===== config.mk =====
export PLATFORM = sky130hd
export DESIGN_NAME = autosym_eval_pipe
export DESIGN_NICKNAME = d
export VERILOG_FILES = /design/src/rtl/autosym_eval_pipe.sv
export SDC_FILE = /design/constraint.sdc
export NUM_CORES = 1
export LEC_CHECK = 0
export ABC_CLOCK_PERIOD_IN_PS = 6290
export CORE_MARGIN = 2
export CORE_UTILIZATION = 50
export DETAILED_ROUTE_END_ITERATION = 8
export PLACE_DENSITY = 0.75
export SYNTH_ARGS = -nofsm -noshare
export SYNTH_HDL_FRONTEND = slang
export SYNTH_SLANG_ARGS = --single-unit

===== constraint.sdc =====
create_clock -name clk -period 6.29 [get_ports clk]
set_clock_uncertainty 0.05 [all_clocks]
set_input_delay 0.9435 -clock clk [delete_from_list [all_inputs] [get_ports clk]]
set_output_delay 0.9435 -clock clk [all_outputs]
set_load 0.005 [all_outputs]

===== src/rtl/autosym_eval_pipe.sv =====
// autosym_eval_pipe: two-stage pipelined evaluator of f(x) = g(A.x) over GF(2) with run-time programmable A and g.
// Build option ASYM_SHADOW_EN: shadow matrix/table bank exchanged by cfg_swap instead of the RUN/DRAIN/CFG stall.
module autosym_eval_pipe #(
    parameter int unsigned N    = 10,
    parameter int unsigned K    = 6,
    parameter int unsigned OUTS = 1
) (
    input  logic                               clk,
    input  logic                               rst,
    input  logic                               in_valid,
    output logic                               in_ready,
    input  logic [N-1:0]                       x,
    output logic                               out_valid,
    input  logic                               out_ready,
    output logic [OUTS-1:0]                    y,
    input  logic                               cfg_we,
    input  logic                               cfg_sel,
    input  logic [K-1:0]                       cfg_addr,
    input  logic [((N > OUTS) ? N : OUTS)-1:0] cfg_wdata,
`ifdef ASYM_SHADOW_EN
    input  logic                               cfg_swap,
`endif
    output logic                               cfg_busy
);
    localparam int unsigned W     = (N > OUTS) ? N : OUTS;
    localparam int unsigned DEPTH = 1 << K;

    logic            live;
    logic            run_ok;
    logic            s1_valid;
    logic [K-1:0]    s1_z;
    logic            s1_load;
    logic            s2_load;
    logic [K-1:0]    z_c;
    logic [OUTS-1:0] lut_c;

    assign s2_load  = s1_valid && (!out_valid || out_ready);
    assign in_ready = live && run_ok && (!s1_valid || s2_load);
    assign s1_load  = in_valid && in_ready;

    // live keeps in_ready low while rst is held
    always_ff @(posedge clk or posedge rst) begin
        if (rst) live <= 1'b0;
        else     live <= 1'b1;
    end

    // S1: projected vector z = A.x
    always_ff @(posedge clk or posedge rst) begin
        if (rst) begin
            s1_valid <= 1'b0;
            s1_z     <= '0;
        end else if (s1_load) begin
            s1_valid <= 1'b1;
            s1_z     <= z_c;
        end else if (s2_load) begin
            s1_valid <= 1'b0;
        end
    end

    // S2: table lookup, held while the consumer stalls
    always_ff @(posedge clk or posedge rst) begin
        if (rst) begin
            out_valid <= 1'b0;
            y         <= '0;
        end else if (s2_load) begin
            out_valid <= 1'b1;
            y         <= lut_c;
        end else if (out_ready) begin
            out_valid <= 1'b0;
        end
    end

`ifdef ASYM_SHADOW_EN
    logic            bank;
    logic            s1_bank;
    logic [N-1:0]    a_mat [2][K];
    logic [OUTS-1:0] tbl   [2][DEPTH];

    assign run_ok   = 1'b1;
    assign cfg_busy = 1'b0;
    assign lut_c    = tbl[s1_bank][s1_z];

    always_comb begin
        z_c = '0;
        for (int i = 0; i < K; i++) z_c[i] = ^(a_mat[bank][i] & x);
    end

    // bank tag travels with each S1 entry so the lookup matches its projection
    always_ff @(posedge clk or posedge rst) begin
        if (rst) begin
            bank    <= 1'b0;
            s1_bank <= 1'b0;
        end else begin
            if (s1_load)  s1_bank <= bank;
            if (cfg_swap) bank    <= ~bank;
        end
    end

    always_ff @(posedge clk or posedge rst) begin
        if (rst) begin
            for (int b = 0; b < 2; b++) begin
                for (int i = 0; i < K; i++)     a_mat[b][i] <= N'(1) << i;
                for (int j = 0; j < DEPTH; j++) tbl[b][j]   <= '0;
            end
        end else if (cfg_we) begin
            if (cfg_sel) begin
                tbl[~bank][cfg_addr] <= cfg_wdata[OUTS-1:0];
            end else begin
                for (int i = 0; i < K; i++)
                    if (cfg_addr == K'(i)) a_mat[~bank][i] <= cfg_wdata[N-1:0];
            end
        end
    end
`else
    typedef enum logic [1:0] {RUN = 2'd0, DRAIN = 2'd1, CFG = 2'd2} state_t;
    typedef struct packed {
        logic         sel;
        logic [K-1:0] addr;
        logic [W-1:0] data;
    } cfg_wr_t;

    state_t          state;
    state_t          state_next;
    cfg_wr_t         pend;
    cfg_wr_t         pend_next;
    cfg_wr_t         cur_c;
    cfg_wr_t         wr_c;
    logic            wr_en_c;
    logic            idle;
    logic            idle_next;
    logic [N-1:0]    a_mat [K];
    logic [OUTS-1:0] tbl   [DEPTH];

    assign run_ok = (state == RUN);
    assign cur_c  = {cfg_sel, cfg_addr, cfg_wdata};
    assign lut_c  = tbl[s1_z];

    always_comb begin
        z_c = '0;
        for (int i = 0; i < K; i++) z_c[i] = ^(a_mat[i] & x);
    end

    always_ff @(posedge clk or posedge rst) begin
        if (rst) begin
            state    <= RUN;
            pend     <= '0;
            idle     <= 1'b0;
            cfg_busy <= 1'b0;
        end else begin
            state    <= state_next;
            pend     <= pend_next;
            idle     <= idle_next;
            cfg_busy <= (state_next != RUN);
        end
    end

    // idle marks one write-free CFG cycle; a second one closes the window
    always_comb begin
        state_next = state;
        pend_next  = pend;
        idle_next  = 1'b0;
        wr_en_c    = 1'b0;
        wr_c       = cur_c;
        case (state)
            RUN: begin
                if (cfg_we) begin
                    state_next = DRAIN;
                    pend_next  = cur_c;
                end
            end
            DRAIN: begin
                if (cfg_we) pend_next = cur_c;
                if (!s1_valid && !out_valid) begin
                    state_next = CFG;
                    wr_en_c    = 1'b1;
                    wr_c       = pend_next;
                end
            end
            CFG: begin
                if (cfg_we)    wr_en_c    = 1'b1;
                else if (idle) state_next = RUN;
                else           idle_next  = 1'b1;
            end
            default: state_next = RUN;
        endcase
    end

    always_ff @(posedge clk or posedge rst) begin
        if (rst) begin
            for (int i = 0; i < K; i++)     a_mat[i] <= N'(1) << i;
            for (int j = 0; j < DEPTH; j++) tbl[j]   <= '0;
        end else if (wr_en_c) begin
            if (wr_c.sel) begin
                tbl[wr_c.addr] <= wr_c.data[OUTS-1:0];
            end else begin
                for (int i = 0; i < K; i++)
                    if (wr_c.addr == K'(i)) a_mat[i] <= wr_c.data[N-1:0];
            end
        end
    end
`endif
endmodule


== Yosys cells after proc, flatten, opt, wreduce, memory -nomap -nowiden ==
Cells that the tools add are included.
Storage, ports and cells
  logic and storage cells: 153
  register bits: 155
Operators by class
  reductions and logical operators: 29
  equality and inequality tests: 7
  $lt $le $gt $ge: 3
  bitwise logic cells: 9
  multiplexer cells: 24
Operators with widths (count)
  bitwise mux 64 bit: 1
  bitwise AND 10 bit: 6
  XOR reduction 10 bit: 6
  2-to-1 mux 17 bit: 3
  AND reduction 3 bit: 6
  greater-or-equal comparator 7 bit, second input constant: 2
  NOT 6 -> 7 bit: 2
  equality test 6 x 2 -> 1 bit, second input constant: 2
  equality test 6 x 3 -> 1 bit, second input constant: 2
  2-to-1 mux 1 bit: 12
  2-to-1 mux 2 bit: 4
  < comparator 7 x 1 -> 1 bit, second input constant: 1
  binary-select mux 1 bit (select 6 bit): 1
  demux 1 bit (select 6 bit): 1
  equality test 6 x 1 -> 1 bit, second input constant: 1
  logical AND 1 bit: 6
  logical NOT 6 bit: 1
  one-hot mux 2 bit (3 select lines): 1
  nonzero test 2 bit: 3
  equality test 2 x 1 -> 1 bit, second input constant: 1
  equality test 2 bit, second input constant: 1
  logical NOT 1 bit: 2
  logical NOT 2 bit: 1
  logical OR 1 bit: 2
  other kinds (4): 4

== Longest topological paths before layout ==
Gate-level depths: netlist of the first run.
  depth in word-level cells: 10
  mapped depth: 9

== Worst setup path before layout of the first run ==
OpenSTA, ideal clock, no wires.
  path kind: input port to flip-flop
  start point: in cfg_we
  end point: reg a_mat[0] in the netlist's numbering
  data arrival time: 3169 ps
  data required time: 6115 ps
  setup slack: 2946 ps
  cell stages on the path: 7
  library setup time: 125 ps
  path through: buf_2 > nor4b_4 > buf_4 > mux2i_4 > nand3_4 > nor4_4 > mux2_2
Between the ends
  longest elaborated chain between the ends: 5
  elaborated cells on any way between the ends: 8
RTL lines
  from (decl): RTL line 16  | input logic cfg_we,
  2-to-1 mux 17 bit: RTL line 172  | if (cfg_we) pend_next = cur_c;
  2-to-1 mux 17 bit: RTL line 173  | if (!s1_valid && !out_valid) begin
  2-to-1 mux 17 bit: RTL line 164  | case (state)
  equality test 6 x 3 -> 1 bit or NOT 1 bit (tied branches)
  AND reduction 3 bit (no line)
  to (signal, indexed assignment): RTL line 197  | if (wr_c.addr == K'(i)) a_mat[i] <= wr_c.data[N-1:0];
  to (decl): RTL line 131  | logic [N-1:0] a_mat [K];
Parallel ways exist; a longest one is shown, timed or not.
A chain may end at the register's enable or synchronous reset.

== Worst setup path after layout of the first run ==
  start point: in cfg_we
  end point: reg a_mat[37] in the netlist's numbering
Between the ends
  longest elaborated chain between the ends: 5
  elaborated cells on any way between the ends: 8
RTL lines (RTL line)
  2-to-1 mux 17 bit: 172
  2-to-1 mux 17 bit: 173
  2-to-1 mux 17 bit: 164
  equality test 6 x 2 -> 1 bit or NOT 1 bit (tied branches)
  AND reduction 3 bit (no line)
Parallel ways exist; a longest one is shown, timed or not.

==> impl_metrics.sql, run 1 <==
INSERT INTO impl_metrics (metric_group, metric, value, unit) VALUES
('sta', 'timing_worst_slew_pin_value', '1.18', 'ns'),
('floorplan', 'starting_density_of_the_core', '50.8', '%'),
('clocking', 'cts_htree_levels', '4', ''),
('routing', 'routed_vias_inst', '6.05', ''),
('synth', 'synth_area_leader_cell', 'sky130_fd_sc_hd__dfrtp_1', ''),
('place', 'dpl_cell_area', '8560', 'sq um'),
('clocking', 'clock_sink_count', '155', ''),
('sta', 'timing.final.crit_period', '3.98', 'ns'),
('floorplan', 'die_area', '17000', 'sq um'),
('global_route', 'grt_overflow', '0', ''),
('synth', 'synth-edff-count', '0', ''),
('routing', 'drt_first_iter_violations', '518', ''),
('routing', 'firstDrtPassIters', '5', ''),
('critical_path', 'worst-path-max-fanout', '14', ''),
('place', 'io_buffers', '35', ''),
('synth', 'synth_top_cell_area_share', '46.7', '%'),
('clocking', 'post_cts_buffers', '0', ''),
('global_route', 'global_route.peak_usage_layer', 'met2', ''),
('global_route', 'grtUsageTotal', '23.3', '%'),
('critical_path', 'cp_top_family', 'simple AND/OR/NAND/NOR gates', ''),
('layout', 'nets_finish', '741', ''),
('floorplan', 'fp.coreArea', '15700', 'sq um'),
('sta', 'maxSlewViolCount', '0', ''),
('sta', 'worst_slew_margin_rel', '21.0', '%'),
('critical_path', 'crit_path_required_time', '6.55', 'ns'),
('layout', 'antenna_cells_inserted', '0', ''),
('clocking', 'cts_root_buffer', 'sky130_fd_sc_hd__clkbuf_16', ''),
('synth', 'ys_types', '51', ''),
('critical_path', 'endpoint_kind', 'flip-flop', ''),
('clocking', 'post_cts.resized_instances', '0', ''),
('routing', 'average_routed_wire_per_standard_cell', '19.6', 'um'),
('critical_path', 'cpMaxStageDelayCell', 'sky130_fd_sc_hd__nor4_4', ''),
('routing', 'vias', '5642', ''),
('synth', 'synthTopCellsByArea', 'sky130_fd_sc_hd__dfrtp_1, sky130_fd_sc_hd__mux2_2, sky130_fd_sc_hd__a31oi_1', ''),
('global_route', 'grt_pass1_wl', '30300', 'um'),
('critical_path', 'cp_data_arrival_time', '4.24', 'ns'),
('layout', 'area_added_between_synthesis_and_finish', '14.4', '%'),
('run_status', 'outcome', 'finished, final reports clean', ''),
('layout', 'post-route-cell-area', '9130', 'sq um'),
('pwr', 'power.density', '361', 'nW/um^2'),
('critical_path', 'path_cells', 'clkdlybuf4s50_1, nor4b_4, buf_4, mux2i_1, nand3_4, nor4_4, mux2_2', ''),
('global_route', 'number_of_antenna_violations_at_the_first_check_in_global_routing', '0', ''),
('sta', 'final.setup.tns', '0', 'ns'),
('pwr', 'power.static_leakage', '3.85', 'nW'),
('critical_path', 'critPathKind', 'input port to flip-flop', ''),
('synth', 'synth.yosys.warnings', '0', ''),
('clocking', 'cts_max_path_buffers', '2', ''),
('clocking', 'tritoncts_clock_tree', 'built', ''),
('pwr', 'vdd_drop_max', '0.231', 'mV'),
('clocking', 'ctsHoldBuffers', '0', ''),
('routing', 'detail_route.wirelength', '18300', 'um'),
('sta', 'unrepaired_setup_endpoints_after_global_routing', 'false', ''),
('critical_path', 'crit_path_start_kind', 'input port', ''),
('synth', 'syn-mean-instance-area', '11.7', 'sq um'),
('critical_path', 'cp-startpoint', 'cfg_we', ''),
('sta', 'min_period_over_period', '63.3', '%'),
('pwr', 'total_power', '3.30', 'mW'),
('sta', 'finalSetupViolations', '0', ''),
('floorplan', 'die_height', '130', 'um'),
('place', 'post-dp-hpwl', '12100', 'um'),
('worst_hold_path', 'hold_wc_startpoint', 'idle', ''),
('synth', 'ys_ff_latch', '155', ''),
('layout', 'finalCoreUtilization', '58.1', '%'),
('floorplan', 'fp-row-count', '46', ''),
('global_route', 'global_route_track_usage_on_met1', '29.8', '%'),
('clocking', 'tritoncts_buffer_count', '17', ''),
('synth', 'synth.cell_area', '7980', 'sq um'),
('global_route', 'first_global_vias', '5894', ''),
('critical_path', 'critical_path.max_stage_delay', '0.78', 'ns'),
('synth', 'synth-seq-area-share', '48.7', '%'),
('synth', 'syn-instance-count', '682', '');
flip-flops by register name (all words and copies together) (netlist names), 2 cells and up:
register  count
a_mat        60
pend         17
s1_z          6
state         2
tbl          64
Yosys cell counts (7+ instances only):
library cell / count
sky130_fd_sc_hd__a31oi_1: 128
sky130_fd_sc_hd__buf_2: 18
sky130_fd_sc_hd__clkbuf_1: 28
sky130_fd_sc_hd__dfrtp_1: 149
sky130_fd_sc_hd__mux2_2: 94
sky130_fd_sc_hd__mux2i_1: 16
sky130_fd_sc_hd__mux4_2: 12
sky130_fd_sc_hd__nand2_1: 83
sky130_fd_sc_hd__nand2b_1: 8
sky130_fd_sc_hd__nor3_1: 7
sky130_fd_sc_hd__xnor2_1: 36
final timing paths:
check	cells past startpoint	slack, ns	end
max	7	2.31	a_mat[37]
min	1	0.38	idle
max reg2reg	8	2.75	a_mat[37]
min reg2reg	1	0.38	idle
max in group asynchronous	3	3.95	tbl[39]
min in group asynchronous	2	1.07	pend[7]
through the flow:
step	setup WS, ns	hold WS, ns	std cells
3_5_place_dp	1.96	0.377	901
3_3_place_gp	2.08	0.367	901
4_1_cts	2.34	0.386	933
5_1_grt	2.23	0.398	933
6_report	2.31	0.383	933
2_1_floorplan	1.13	0.351	682
layout make-up:
cell class / instances / area [sq um]
fill: 1288 / 6580
timing repair buffer: 52 / 478
clock inverter: 14 / 134
tap: 216 / 270
clock buffer: 18 / 439
inverter: 6 / 27.5
sequential: 155 / 3890
multi-input combinational: 472 / 3890
cell families (layout without fill, tap and decap cells):
family | after synthesis | count (layout) | synth area share (%)
AO/OA/AOI/OAI | 154 | 154 | 12.4
XOR/XNOR | 48 | 48 | 6.30
adder cells (fa/ha/maj) | 5 | 5 | 0.784
buffers and inverters | 55 | 90 | 2.92
flip-flops | 155 | 155 | 48.7
multiplexers | 123 | 123 | 18.9
other | 1 | 1 | 0.0470
AND/OR/NAND/NOR | 141 | 141 | 9.92
power by group:
part           internal (mW)  leakage, nW  switching (mW)
registers               1.21         2.08           0.172
logic                  0.428         1.49           0.493
clock network          0.562        0.278           0.434
total                   2.20         3.85            1.10
per-layer routing:
metal / routed length, um / up-vias
li1: - / 2572
met1: 7730 / 2860
met2: 9360 / 191
met3: 1020 / 19
met4: 180 / 0
met5: 0 / -
(Power assumes the default switching activity.)
==> run 2, diff against run 1 <==
ABC_CLOCK_PERIOD_IN_PS = 3200   (was 6290)
PLACE_DENSITY = 0.78   (was 0.75)
clock period = 3.2 ns   (was 6.29 ns; I/O delays follow)
==> impl_metrics.sql, run 2 (synthesis gave the netlist of run 1 again) <==
INSERT INTO impl_metrics (metric_group, metric, value, unit) VALUES
('run_status', 'outcome', 'finished, final reports clean', ''),
('layout', 'largest_register', 'tbl', ''),
('place', 'io_buffers', '35', ''),
('global_route', 'grt_start_max_net_pins', '65', ''),
('critical_path', 'endpoint_kind', 'flip-flop', ''),
('clocking', 'clk_pin_slew_worst_paths', '0.06', 'ns'),
('pwr', 'vdd_drop_max', '0.429', 'mV'),
('critical_path', 'critPathKind', 'flip-flop to flip-flop', ''),
('layout', 'layout_commonest_cell', 'sky130_fd_sc_hd__dfrtp_1', ''),
('floorplan', 'starting_density_of_the_core', '50.8', '%'),
('sta', 'timing_worst_slew_pin_value', '0.951', 'ns'),
('clocking', 'cts_root_buffer', 'sky130_fd_sc_hd__clkbuf_16', ''),
('layout', 'final_cell_mix', 'sky130_fd_sc_hd__dfrtp_1, sky130_fd_sc_hd__a31oi_1, sky130_fd_sc_hd__mux2_2, sky130_fd_sc_hd__nand2_1, sky130_fd_sc_hd__xnor2_1', ''),
('layout', 'post_route_cells_drive_above_1_share', '27.4', '%'),
('critical_path', 'worst-path-buf-inv', '3', ''),
('clocking', 'ctsHoldBuffers', '0', ''),
('clocking', 'tritoncts_clock_tree', 'built', ''),
('clocking', 'cts_htree_levels', '4', ''),
('place', 'post-dp-hpwl', '13400', 'um'),
('clocking', 'post_cts_buffers', '0', ''),
('critical_path', 'cp_data_arrival_time', '3.17', 'ns'),
('layout', 'antenna_cells_inserted', '0', ''),
('critical_path', 'worst-path-max-fanout', '23', ''),
('floorplan', 'die_height', '130', 'um'),
('critical_path', 'rr_startpoint', 'state[1]', ''),
('place', 'place_inst', '924', ''),
('pwr', 'power.switching', '2.15', 'mW'),
('floorplan', 'boundaryPins', '36', ''),
('sta', 'timing.final.crit_period', '2.96', 'ns'),
('critical_path', 'setup.reg_to_reg.worst_slack', '0.24', 'ns'),
('pwr', 'share_clk_of_total_power', '31.5', '%'),
('global_route', 'grt_pass1_wl', '32400', 'um'),
('layout', 'largest_reg_flops', '64', ''),
('critical_path', 'rr_worst_depth', '9', ''),
('layout', 'n_fill_cell', '1202', ''),
('pwr', 'cell_internal_pwr', '4.63', 'mW'),
('sta', 'finalSetupViolations', '0', ''),
('job', 'max-cap-violations', '0', ''),
('sta', 'maxClockFrequency', '338', 'MHz'),
('critical_path', 'path_cells', 'inv_1, ha_1, nor4b_4, buf_12, mux2i_1, buf_4, a211oi_4, and2_0, a31oi_1', ''),
('worst_hold_path', 'hold_class', 'input port to asynchronous set/reset pin', ''),
('sta', 'worst_slew_margin_rel', '36.6', '%'),
('global_route', 'first_global_vias', '6164', ''),
('global_route', 'number_of_antenna_violations_at_the_first_check_in_global_routing', '0', ''),
('pwr', 'sw_frac_of_total', '31.7', '%'),
('sta', 'min_period_over_period', '92.4', '%'),
('layout', 'stdcell_count', '956', ''),
('clocking', 'post_cts.resized_instances', '0', ''),
('sta', 'worst_hold_slack', '0.377', 'ns'),
('pwr', 'power.density', '719', 'nW/um^2'),
('routing', 'detail_route.wirelength', '20100', 'um'),
('critical_path', 'cp_top_family', 'simple AND/OR/NAND/NOR gates', ''),
('place', 'finalWeightedCongestion', '0.878', ''),
('sta', 'unrepaired_setup_endpoints_after_global_routing', 'false', ''),
('clocking', 'clkLatencyLatePin', '0.43', 'ns'),
('critical_path', 'rr_endpoint', 'tbl[51]', ''),
('routing', 'average_routed_wire_per_standard_cell', '21.1', 'um'),
('clocking', 'cts_max_path_buffers', '2', ''),
('critical_path', 'crit_path_required_time', '3.42', 'ns'),
('critical_path', 'crit_path_start_kind', 'flip-flop', ''),
('global_route', 'grtUsageTotal', '25.3', '%'),
('routing', 'vias', '5977', ''),
('routing', 'drt_first_iter_violations', '531', ''),
('critical_path', 'critical_path.max_stage_delay', '0.61', 'ns'),
('layout', 'nets_finish', '764', ''),
('pwr', 'combinationalPowerShare', '28.5', '%'),
('clocking', 'tritoncts_buffer_count', '17', ''),
('sta', 'final_hold_viol_count', '0', ''),
('floorplan', 'fp.coreArea', '15700', 'sq um'),
('global_route', 'grt_overflow', '0', ''),
('pwr', 'power.static_leakage', '4.01', 'nW'),
('layout', 'area_added_between_synthesis_and_finish', '18.1', '%'),
('layout', 'largest_registers', 'tbl (64), a_mat (60), pend (17)', ''),
('layout', 'finalCoreUtilization', '60.0', '%'),
('pwr', 'share_seq_of_total_power', '40.0', '%'),
('floorplan', 'die_area', '17000', 'sq um'),
('routing', 'drc_errors', '0', ''),
('sta', 'final.setup.tns', '0', 'ns'),
('routing', 'drt_antenna_net_count', '0', ''),
('floorplan', 'fp-row-count', '46', ''),
('routing', 'firstDrtPassIters', '6', ''),
('critical_path', 'cpMaxStageDelayCell', 'sky130_fd_sc_hd__and2_0', ''),
('clocking', 'clock_sink_count', '155', ''),
('floorplan', 'die_x', '130', 'um'),
('routing', 'routed_vias_inst', '6.25', ''),
('sta', 'maxSlewViolCount', '0', '');
-- run 2: cell count changes in the layout (fill, tap and decap cells not counted), sizes merged --
| cell | previous run | this run |
|---|---|---|
| inv | 12 | 5 |
| buf | 17 | 40 |
| clkinvlp | 2 | 3 |
| clkbuf | 18 | 21 |
| bufinv | 1 | 4 |
-- run 2: worst max-delay path by stage --
stage | startpoint | endpoint | slack (ns) | cells past startpoint
finish | state[1] | tbl[51] | 0.24 | 9
CTS | state[1] | tbl[51] | 0.25 | 9
detailed placement | cfg_we | tbl[35] | 0.05 | 8
global placement | cfg_we | tbl[27] | 0.12 | 8
global route | state[1] | tbl[35] | 0.05 | 9
floorplan | cfg_we | a_mat[0] | 0.32 | 7
-- run 2: routing by layer --
layer / vias to the layer above / GRT usage (%) / share of wire [%]
li1: 2616 / - / -
met1: 3036 / 32.5 / 41
met2: 275 / 42.3 / 50
met3: 50 / 5.70 / 6.6
met4: 0 / 9.26 / 2.7
met5: - / 0 / 0
-- run 2: power by group through the flow --
stage	registers [mW]	clock network (mW)	logic [mW]
2_1_floorplan	2.58	0	1.42
3_5_place_dp	2.73	0	1.91
5_1_grt	2.75	2.24	2.09
3_3_place_gp	2.70	0	1.83
6_report	2.71	2.13	1.93
4_1_cts	2.70	2.15	1.93
-- run 2: worst reg2reg max path: cells and delay by family, from the launching register on --
kind / cells / cell delay (ns)
buf+inv: 3 / 0.54
fa+ha+maj: 1 / 0.21
flops: 1 / 0.41
mux: 1 / 0.20
simple gates: 2 / 0.88
compound gates: 2 / 0.52
-- run 2: layout make-up --
| type | instances | area, sq um | area share (%) |
|---|---|---|---|
| inverter | 6 | 26.3 | 0.279 |
| clock buffer | 21 | 460 | 4.89 |
| timing repair buffer | 75 | 713 | 7.57 |
| multi-input combinational | 472 | 3900 | 41.4 |
| clock inverter | 11 | 168 | 1.78 |
| sequential | 155 | 3890 | 41.2 |
| tap | 216 | 270 | 2.87 |
-- run 2: through the flow --
step | instance area, sq um | power [mW] | setup WS, ns
2_1_floorplan | 7980 | 4.00 | 0.320
3_3_place_gp | 8790 | 4.53 | 0.124
3_5_place_dp | 8790 | 4.64 | 0.0535
4_1_cts | 9420 | 6.78 | 0.254
5_1_grt | 9420 | 7.08 | 0.0492
6_report | 9420 | 6.77 | 0.242
